### src/rtl/countdown_mod_m_1s_interval_pkg.sv
// Shared definitions for the countdown timer.
//   clogb2           : number of bits needed to hold a value (minimum 1)
//   state_t          : FSM state encoding, also exported as a debug output
//   DEFAULT_CLK_FREQ : clock cycles per one-second tick on the 50 MHz board clock
package countdown_mod_m_1s_interval_pkg;

  localparam int DEFAULT_CLK_FREQ = 50000000;

  typedef enum logic [1:0] {
    IDLE    = 2'd0,
    RUN     = 2'd1,
    PAUSED  = 2'd2,
    EXPIRED = 2'd3
  } state_t;

  // Bits needed to represent v itself (not v-1), so that a width derived
  // from M or CLK_FREQ can always hold the parameter value.
  function automatic int clogb2(input int v);
    int r;
    r = 0;
    for (int i = 0; i < 31; i++) begin
      if ((v >> i) != 0) r = i + 1;
    end
    if (r == 0) r = 1;
    return r;
  endfunction

endpackage

### src/rtl/countdown_mod_m_1s_interval_if.sv
// Control/status bundle of the countdown timer.
//   load, load_value, start, stop : commands from the controlling logic
//   Q, running, expired, done     : registered status back to the controller
// Signalling: there is no back-pressure. Every command is a level that the
// timer samples on each rising clock edge; priority among simultaneous
// commands is load > start > stop. Status is valid every cycle.
interface countdown_mod_m_1s_interval_if
  import countdown_mod_m_1s_interval_pkg::*;
#(
  parameter int M = 60
);
  localparam int N = clogb2(M);

  logic         load;
  logic [N-1:0] load_value;
  logic         start;
  logic         stop;
  logic [N-1:0] Q;
  logic         running;
  logic         expired;
  logic         done;

  modport master (
    output load, load_value, start, stop,
    input  Q, running, expired, done
  );

  modport slave (
    input  load, load_value, start, stop,
    output Q, running, expired, done
  );
endinterface

### src/rtl/countdown_mod_m_1s_interval_tick.sv
// One-second prescaler for the countdown timer.
//   CLOCK_50 : system clock
//   aclr     : asynchronous reset, active low
//   clear    : synchronous return to 0 (wins over enable)
//   enable   : count this cycle
//   tick     : high during the last cycle of each second while enabled
// When enable drops the count holds, so a paused run keeps its partial second.
module tick_prescaler
  import countdown_mod_m_1s_interval_pkg::*;
#(
  parameter int CLK_FREQ = DEFAULT_CLK_FREQ
) (
  input  logic CLOCK_50,
  input  logic aclr,
  input  logic clear,
  input  logic enable,
  output logic tick
);
  localparam int P = clogb2(CLK_FREQ);
  localparam logic [P-1:0] LAST = P'(CLK_FREQ - 1);

  logic [P-1:0] cnt;

  always_ff @(posedge CLOCK_50 or negedge aclr) begin
    if (!aclr) begin
      cnt <= '0;
    end else if (clear) begin
      cnt <= '0;
    end else if (enable) begin
      if (cnt == LAST) cnt <= '0;
      else             cnt <= cnt + 1'b1;
    end
  end

  assign tick = enable && (cnt == LAST);
endmodule

### src/rtl/countdown_mod_m_1s_interval.sv
// Loadable once-per-second down-counter with expiry flag.
//   CLOCK_50  : system clock, rising edge
//   aclr      : asynchronous reset, active low
//   bus       : slave side of the control/status bundle
//               (load/load_value/start/stop in, Q/running/expired/done out)
//   dbg_state : current FSM state for observation
// Q only decrements on a prescaler tick in RUN, and RUN is only entered with
// Q != 0, so Q can never go below zero.
module countdown_mod_m_1s_interval
  import countdown_mod_m_1s_interval_pkg::*;
#(
  parameter int M        = 60,
  parameter int CLK_FREQ = DEFAULT_CLK_FREQ
) (
  input  logic                           CLOCK_50,
  input  logic                           aclr,
  countdown_mod_m_1s_interval_if.slave   bus,
  output state_t                         dbg_state
);
  localparam int N = clogb2(M);
  localparam logic [N-1:0] Q_MAX = N'(M - 1);
  localparam logic [N-1:0] Q_ONE = N'(1);

  state_t       state;
  state_t       state_next;
  logic [N-1:0] q;
  logic         done_r;
  logic         tick;
  logic         last_tick;

  tick_prescaler #(.CLK_FREQ(CLK_FREQ)) u_tick (
    .CLOCK_50 (CLOCK_50),
    .aclr     (aclr),
    .clear    (bus.load),
    .enable   (state == RUN),
    .tick     (tick)
  );

  // This tick takes the count from 1 to 0.
  assign last_tick = tick && (q == Q_ONE);

  always_comb begin
    state_next = state;
    if (bus.load) begin
      state_next = IDLE;
    end else begin
      case (state)
        IDLE, PAUSED: begin
          if (bus.start && (q != '0)) state_next = RUN;
        end
        RUN: begin
          // Expiry beats a simultaneous stop; start outranks stop.
          if (last_tick)                     state_next = EXPIRED;
          else if (bus.stop && !bus.start)   state_next = PAUSED;
        end
        EXPIRED: state_next = EXPIRED;
        default: state_next = IDLE;
      endcase
    end
  end

  always_ff @(posedge CLOCK_50 or negedge aclr) begin
    if (!aclr) state <= IDLE;
    else       state <= state_next;
  end

  always_ff @(posedge CLOCK_50 or negedge aclr) begin
    if (!aclr) begin
      q      <= '0;
      done_r <= 1'b0;
    end else begin
      done_r <= 1'b0;
      if (bus.load) begin
        q <= (bus.load_value > Q_MAX) ? Q_MAX : bus.load_value;
      end else if (tick) begin
        q <= q - 1'b1;
        if (last_tick) done_r <= 1'b1;
      end
    end
  end

  assign bus.Q       = q;
  assign bus.running = (state == RUN);
  assign bus.expired = (state == EXPIRED);
  assign bus.done    = done_r;
  assign dbg_state   = state;
endmodule

### src/flat_wrapper.sv
// flat-port wrapper written by rule: the top's interface ports become plain ports
module countdown_mod_m_1s_interval_flat import countdown_mod_m_1s_interval_pkg::*;
#(
  parameter int M        = 60,
  parameter int CLK_FREQ = DEFAULT_CLK_FREQ
)
  (CLOCK_50, aclr, dbg_state, bus_load, bus_load_value, bus_start, bus_stop, bus_Q, bus_running, bus_expired, bus_done);
  countdown_mod_m_1s_interval_if #(.M(M)) bus_i ();
  input  logic CLOCK_50;
  input  logic aclr;
  output state_t dbg_state;
  input wire logic [$bits(bus_i.load)-1:0] bus_load;
  input wire logic [$bits(bus_i.load_value)-1:0] bus_load_value;
  input wire logic [$bits(bus_i.start)-1:0] bus_start;
  input wire logic [$bits(bus_i.stop)-1:0] bus_stop;
  output wire logic [$bits(bus_i.Q)-1:0] bus_Q;
  output wire logic [$bits(bus_i.running)-1:0] bus_running;
  output wire logic [$bits(bus_i.expired)-1:0] bus_expired;
  output wire logic [$bits(bus_i.done)-1:0] bus_done;
  assign bus_i.load = bus_load;
  assign bus_i.load_value = bus_load_value;
  assign bus_i.start = bus_start;
  assign bus_i.stop = bus_stop;
  assign bus_Q = bus_i.Q;
  assign bus_running = bus_i.running;
  assign bus_expired = bus_i.expired;
  assign bus_done = bus_i.done;
  countdown_mod_m_1s_interval #(.M(M), .CLK_FREQ(CLK_FREQ)) u_core (.CLOCK_50(CLOCK_50), .aclr(aclr), .bus(bus_i), .dbg_state(dbg_state));
endmodule
### config.mk
export PLATFORM = sky130hd
export DESIGN_NAME = countdown_mod_m_1s_interval_flat
export DESIGN_NICKNAME = d
export VERILOG_FILES = /design/src/rtl/countdown_mod_m_1s_interval_pkg.sv /design/src/rtl/countdown_mod_m_1s_interval_if.sv /design/src/rtl/countdown_mod_m_1s_interval_tick.sv /design/src/rtl/countdown_mod_m_1s_interval.sv /design/src/flat_wrapper.sv
export SDC_FILE = /design/constraint.sdc
export NUM_CORES = 1
export LEC_CHECK = 0
export ABC_CLOCK_PERIOD_IN_PS = 2300
export CORE_MARGIN = 1.5
export CORE_UTILIZATION = 25
export CTS_CLUSTER_SIZE = 20
export DETAILED_ROUTE_END_ITERATION = 16
export MAX_ROUTING_LAYER = met4
export PLACE_DENSITY = 0.43
export SYNTH_ARGS = -nofsm -noshare
export SYNTH_HDL_FRONTEND = slang
export SYNTH_SLANG_ARGS = --single-unit
### constraint.sdc
create_clock -name CLOCK_50 -period 2.3 [get_ports CLOCK_50]
set_clock_uncertainty 0.15 [all_clocks]
set_input_delay 0.46 -clock CLOCK_50 [delete_from_list [all_inputs] [get_ports CLOCK_50]]
set_output_delay 0.46 -clock CLOCK_50 [all_outputs]
set_load 0.01 [all_outputs]
==> impl_metrics.yaml, run 1 <==
outcome:
  status: "complete, no violations"
floorplanning:
  die_height_um: 94.6
  die_area_um2: 8960
  core_region_area_um2: 8180
  fp.dieW_um: 94.6
  placementRows: 33
  initial_core_util_pct: 25.7
  pin_count: 22
yosys:
  cell_type_with_the_largest_total_area_after_synthesis: "sky130_fd_sc_hd__dfrtp_1"
  synth-main-ff-cell: "sky130_fd_sc_hd__dfrtp_1"
  total_of_flip_flops_plus_latches_after_synthesis: 35
  synth_largest_type_area_fraction_pct: 41.7
  synth.yosys.seq_area_share_pct: 41.7
  post_synth_inst_count: 237
  synth.distinct_cells: 47
  synth-warning-count: 0
  netlist_area_um2: 2100
  edff_count_synth: 0
  synthTopCellsByCount: "sky130_fd_sc_hd__dfrtp_1, sky130_fd_sc_hd__nand2_1, sky130_fd_sc_hd__a21oi_1, sky130_fd_sc_hd__nand3_1"
  postSynth.asyncResetShare_pct: 100
  synth.net_count: 252
  yosys.cell_count.top_type: "sky130_fd_sc_hd__dfrtp_1"
  synth_top_cells_by_area: "sky130_fd_sc_hd__dfrtp_1, sky130_fd_sc_hd__a21oi_1, sky130_fd_sc_hd__nand3_1, sky130_fd_sc_hd__nand2_1, sky130_fd_sc_hd__nand4_1"
  syn_area_per_cell_um2: 8.86
worst_setup_path:
  worstPathRequired_ps: 2310
  timing.critical_path.arrival_ps: 2220
  crit_type: "flop to flop"
  timing.critical_path.to_type: "flop"
  path_max_fanout: 6
  cp-start-kind: "flop"
sta:
  setup_violations: 0
  clock.fmax_mhz: 452
  worstMarginPinSlew_ps: 1200
  hold_viol: 0
  grt_setup_unrepaired: "no"
  finalMaxSlewViolations: 0
  setup-tns-final_ps: 0
  final_min_period_over_clock_period_pct: 96.1
  finalWorstPathRequiredPeriod_ps: 2210
  final.setup.worst_slack_ps: 89.6
  slew_headroom_pct: 19.5
pwr:
  static_leakage_nw: 1.12
  maximum_ir_drop_on_the_vdd_rail_mv: 0.187
  power_density_nw_per_um2: 480
grt:
  antenna_found_initial: 0
  grt_start_max_net_pins: 36
  first_global_vias: 1972
  overflow_left_after_global_routing: 0
  grt_pass1_wl_um: 9850
  grt_usage_pct: 14.7
clocking:
  cts_made_buffers: 5
  ctsLongestPathBuffers: 2
  htree_num_levels: 2
  cts_sinks: 35
  tritoncts_clock_tree: "built"
  clk_pin_slew_worst_paths_ps: 70
  clock-root-buffer: "sky130_fd_sc_hd__clkbuf_8"
  worstSkewPairLatency_ps: 290
hold_path:
  min_path_type: "input pin to async pin"
route:
  detail-route-antenna-nets: 0
  first_pass_iters: 4
  remaining_drc_errors: 0
  routed_wirelength_um: 5800
  drt-vias-per-instance: 5.00
  dr_total_vias: 1965
  detailedRoute.firstIterationViolations: 56
  drt-wirelength-per-cell_um: 14.8
finish:
  final_net_count: 303
  layout-area-overhead-vs-synth_pct: 30.5
  antenna_cells: 0
  layout.filler_cells: 857
  ratio_of_cells_with_drive_above_1_in_the_final_layout_pct: 19.4
  final_design_area_no_fill_um2: 2740
  finalNonFillerCells: 393
place:
  dp.final_hpwl_um: 4100
  port_buffer_count: 21
  placedInstanceArea_um2: 2610
  pre_cts_ws_ps: -179
  placed_cells_incl_taps: 382
  place_congestion: 0.821
flow_run:
  reported_max_cap_violation_count: 0
[metrics by stage]
step | util, % | power [mW] | hold slack [ps]
after floorplan | - | 0.751 | 14.4
after global routing | 33.5 | 1.39 | 106
after detailed placement | 31.9 | 0.860 | 352
after CTS | 33.0 | 1.34 | 73.8
after global placement | 31.9 | 0.860 | 351
final | 33.5 | 1.32 | 62.8
[area by class of cell]
type | count | area [um^2] | area share, %
clock inverters | 1 | 5.00 | 0.183
multi-input cells | 179 | 1120 | 41.1
flip-flops and latches | 35 | 876 | 32.0
inverters | 11 | 41.3 | 1.51
well taps | 105 | 131 | 4.80
repair buffers | 56 | 478 | 17.5
clock buffers | 6 | 82.6 | 3.02
[worst max-delay path: stages (launching register included)]
cell and delay [ps]:
sky130_fd_sc_hd__dfrtp_1 400, sky130_fd_sc_hd__ha_4 170, sky130_fd_sc_hd__nand4_2 120, sky130_fd_sc_hd__or4b_4 530, sky130_fd_sc_hd__o21a_4 270, sky130_fd_sc_hd__clkbuf_2 160, sky130_fd_sc_hd__buf_4 150, sky130_fd_sc_hd__a21oi_2 100
sky130_fd_sc_hd__a31oi_1 50
[flip-flops by register name, indices dropped and copies added (netlist names)]
| name | flops |
|---|---|
| u_core.bus.Q | 6 |
| u_core.bus.done | 1 |
| u_core.dbg_state | 2 |
| u_core.u_tick.cnt | 26 |
[per-layer routing]
metal / GRT usage [%] / wire [um] / part of all wire [%] / up-vias
li1: - / - / - / 975
met3: 2.66 / 165 / 2.8 / 6
met2: 23.8 / 2720 / 47 / 26
met4: 5.10 / 70 / 1.2 / 0
met5: - / 0 / 0 / -
met1: 18.4 / 2850 / 49 / 958
[power by group]
part | switching (mW) | internal, mW
Combinational | 0.104 | 0.0962
Clock | 0.226 | 0.235
Sequential | 0.0204 | 0.633
[timing repair]
item / in CTS / in global routing
hold buffers: 0 / 0
buffers inserted: 0 / 4
gates resized for setup: 0 / 2
setup endpoints to repair: 0 / 10
[kinds of logic (layout without fill, tap and decap cells)]
family                     Yosys count  after routing  share of synthesized area [%]
AOI/OAI and AO/OA                   60             60                           18.1
DFF                                 35             35                           41.7
buffers and inverters               23             74                           5.30
muxes                                1              1                          0.477
xor gates and xnor gates             6              6                           2.50
adders and majority gates            4              4                           2.38
and+or+nand+nor                    108            108                           29.6
[final timing paths]
| check | from | end | slack, ps | cells after the start |
|---|---|---|---|---|
| hold reg to reg | u_core.u_tick.cnt[14]$_DFFE_PN0P_ | u_core.u_tick.cnt[14]$_DFFE_PN0P_ | 360 | 1 |
| setup reg to reg | u_core.u_tick.cnt[0]$_DFFE_PN0P_ | u_core.u_tick.cnt[12]$_DFFE_PN0P_ | 90 | 8 |
| setup / recovery | u_core.u_tick.cnt[0]$_DFFE_PN0P_ | u_core.u_tick.cnt[12]$_DFFE_PN0P_ | 90 | 8 |
| hold / removal | aclr | u_core.u_tick.cnt[13]$_DFFE_PN0P_ | 60 | 2 |
| min in group CLOCK_50 | u_core.u_tick.cnt[14]$_DFFE_PN0P_ | u_core.u_tick.cnt[14]$_DFFE_PN0P_ | 360 | 1 |
| max in group asynchronous | aclr | u_core.u_tick.cnt[0]$_DFFE_PN0P_ | 1600 | 2 |
[cells in the final DEF (no fill, tap or decap), types with 2 or more instances in the layout]
master                            instances
sky130_fd_sc_hd__a21oi_2                  4
sky130_fd_sc_hd__o21ai_1                  3
sky130_fd_sc_hd__nand3_1                 18
sky130_fd_sc_hd__nor3_1                   5
sky130_fd_sc_hd__nand2b_1                 6
sky130_fd_sc_hd__clkdlybuf4s50_1         20
sky130_fd_sc_hd__and3_1                   4
sky130_fd_sc_hd__nand4_1                 12
sky130_fd_sc_hd__a211oi_1                 3
sky130_fd_sc_hd__ha_1                     3
sky130_fd_sc_hd__and4_1                   5
sky130_fd_sc_hd__o22a_1                   2
sky130_fd_sc_hd__buf_4                   33
sky130_fd_sc_hd__clkbuf_8                 6
sky130_fd_sc_hd__and2_1                   2
sky130_fd_sc_hd__nor4b_1                  2
sky130_fd_sc_hd__o21ai_0                 12
sky130_fd_sc_hd__dfrtp_1                 35
sky130_fd_sc_hd__or3_1                   12
sky130_fd_sc_hd__a31oi_1                 10
sky130_fd_sc_hd__nor3_2                   2
sky130_fd_sc_hd__xnor2_1                  5
sky130_fd_sc_hd__a21oi_1                 18
sky130_fd_sc_hd__nor2_1                  10
sky130_fd_sc_hd__inv_1                   11
sky130_fd_sc_hd__nand2_1                 22
Note: power is estimated with default switching activity, not from simulation.
==> run 2, diff against run 1 <==
--- a/config.mk
+++ b/config.mk
@@ -10,6 +10,7 @@
 export CORE_UTILIZATION = 25
 export CTS_CLUSTER_SIZE = 20
 export DETAILED_ROUTE_END_ITERATION = 16
+export GPL_TIMING_DRIVEN = 0
 export MAX_ROUTING_LAYER = met4
 export PLACE_DENSITY = 0.43
 export SYNTH_ARGS = -nofsm -noshare
==> run 2 against run 1 <==
  * The flow now finishes with violations (setup timing)
  * Clock power grew 10%
  * Maximum frequency shrank 3.9%
  * Global-route usage is 0.47 points lower
  * Wire length is 2.9% higher
  * Cell count is 2.5% lower
  * Total power up 4.3%
  * Sequential share of layout area fell by 0.59 points
  * Hold slack improved by 58 ps
  * Final area up 1.9%
==> impl_metrics.yaml, run 2 (same netlist as run 1, synthesis figures left out) <==
outcome:
  status: "finished, violations left"
  failing_checks: "setup timing"
hold_path:
  min_path_type: "input pin to async pin"
worst_setup_path:
  timing.critical_path.arrival_ps: 2310
  path_max_fanout: 6
  critical_path.top_delay_family: "simple AND/OR/NAND/NOR gates"
  worst_r2r_path_depth: 8
  timing.critical_path.to_type: "flop"
  timing.critical_path.slowest_cell_delay_ps: 580
  timing.critical_path.from: "u_core.u_tick.cnt[0]$_DFFE_PN0P_"
  worstPathCellList: "ha_4 > nand4_4 > or4b_4 > o21a_4 > buf_8 > clkbuf_16 > a21oi_2 > a21oi_1"
  crit_type: "flop to flop"
  worstPathRequired_ps: 2310
  cp.buffers_inverters: 2
  worst_r2r_start: "u_core.u_tick.cnt[0]$_DFFE_PN0P_"
  critPathSlowestCell: "sky130_fd_sc_hd__or4b_4"
  timing.reg2reg.setup_slack_ps: -0.1
  cp-start-kind: "flop"
  r2r-end: "u_core.u_tick.cnt[9]$_DFFE_PN0P_"
finish:
  most_common_library_cell_in_the_layout_ignoring_fill_and_taps: "sky130_fd_sc_hd__dfrtp_1"
  antenna_cells: 0
  final_design_area_no_fill_um2: 2790
  ratio_of_cells_with_drive_above_1_in_the_final_layout_pct: 19.4
  layout.filler_cells: 851
  largest_register_ff_count: 26
  finalNonFillerCells: 383
  most-common-layout-cells: "sky130_fd_sc_hd__dfrtp_1, sky130_fd_sc_hd__nand2_1, sky130_fd_sc_hd__clkdlybuf4s50_1, sky130_fd_sc_hd__a21oi_1"
  largest_register: "u_core.u_tick.cnt"
  layout-area-overhead-vs-synth_pct: 32.9
  final_net_count: 292
flow_run:
  reported_max_cap_violation_count: 0
sta:
  final.setup.worst_slack_ps: -0.105
  grt_setup_unrepaired: "yes"
  setup-tns-final_ps: -0.105
  worstMarginPinSlew_ps: 842
  hold_viol: 0
  slew_headroom_pct: 43.9
  finalWorstPathRequiredPeriod_ps: 2300
  finalMaxSlewViolations: 0
  final_min_period_over_clock_period_pct: 100
  setup_violations: 1
  clock.fmax_mhz: 435
  hold_ws_ps: 120
place:
  dp.final_hpwl_um: 3910
  port_buffer_count: 20
  placedInstanceArea_um2: 2430
  placed_cells_incl_taps: 362
  place_congestion: 0.734
route:
  detail-route-antenna-nets: 0
  first_pass_iters: 4
  drt-wirelength-per-cell_um: 15.6
  drt-vias-per-instance: 5.04
  remaining_drc_errors: 0
  dr_total_vias: 1931
  detailedRoute.firstIterationViolations: 83
  routed_wirelength_um: 5970
floorplanning:
  fp.dieW_um: 94.6
  pin_count: 22
  initial_core_util_pct: 25.7
  die_area_um2: 8960
  core_region_area_um2: 8180
  die_height_um: 94.6
  placementRows: 33
grt:
  grt.met3_usage_pct: 2.74
  global_route.peak_usage_layer: "met2"
  overflow_left_after_global_routing: 0
  globalRouteMet2Util_pct: 21.8
  first_global_vias: 1844
  grt_start_max_net_pins: 36
  grt_pass1_wl_um: 9560
  groute.layer.met1.usage_pct: 19.2
  antenna_found_initial: 0
  grt_usage_pct: 14.2
clocking:
  cts_made_buffers: 5
  ctsLongestPathBuffers: 2
  htree_num_levels: 2
  tritoncts_clock_tree: "built"
  cts_sinks: 35
  clk_pin_slew_worst_paths_ps: 80
  worstSkewPairLatency_ps: 290
  clock-root-buffer: "sky130_fd_sc_hd__clkbuf_8"
  cts_hold_buf: 0
pwr:
  maximum_ir_drop_on_the_vdd_rail_mv: 0.182
  static_leakage_nw: 1.13
  power_density_nw_per_um2: 491
==> run 2: cell count changes in the layout (fill, tap and decap cells not counted), sizes merged <==
cell | before | now
clkbuf | 7 | 14
clkinv | 1 | 0
clkdlybuf4s50 | 20 | 19
buf | 35 | 20
==> run 2: final cells by class <==
cell class                 instances  area (um^2)  share of cell area (%)
multi-input combinational        179         1230                    43.9
sequential                        35          876                    31.4
timing repair buffer              33          328                    11.7
tap                              105          131                    4.71
clock buffer                       8          100                    3.59
buffer                            12         87.6                    3.14
inverter                          11         41.3                    1.48
==> run 2: layer usage <==
layer  routed length [um]  share of wire (%)
met3                  127                2.1
met1                 3060                 51
met2                 2750                 46
met5                    0                  0
met4                   38               0.64
==> run 2: worst max path at each step <==
| stage | cells after the start | to |
|---|---|---|
| finish | 8 | u_core.u_tick.cnt[9]$_DFFE_PN0P_ |
| global route | 8 | u_core.u_tick.cnt[9]$_DFFE_PN0P_ |
| CTS | 3 | bus_running |
| detailed placement | 6 | u_core.u_tick.cnt[21]$_DFFE_PN0P_ |
| global placement | 1 | u_core.bus.Q[1]$_DFFE_PN0P_ |
| floorplan | 8 | u_core.u_tick.cnt[7]$_DFFE_PN0P_ |
==> run 2: power breakdown <==
| group | internal (mW) | total (mW) | leakage (nW) | switching [mW] |
|---|---|---|---|---|
| combinational | 0.0967 | 0.204 | 0.609 | 0.108 |
| sequential | 0.633 | 0.657 | 0.473 | 0.0241 |
| clock | 0.274 | 0.509 | 0.0515 | 0.235 |
==> run 2: repair_timing <==
action | in CTS | in global routing
resized for setup | 5 | 23
gates cloned | 0 | 2
pin swaps | 2 | 8
buffers inserted | 3 | 8
endpoints found under the setup margin | 27 | 28
==> run 2: stage by stage <==
| stage | utilization [%] | setup slack [ps] | total power [mW] |
|---|---|---|---|
| global placement | 29.7 | -361 | 0.845 |
| detailed placement | 29.7 | -233 | 0.842 |
| finish | 34.1 | -0.105 | 1.37 |
| CTS | 31.4 | 2.24 | 1.37 |
| floorplan | - | 95.7 | 0.751 |
| global route | 34.1 | -64.7 | 1.44 |
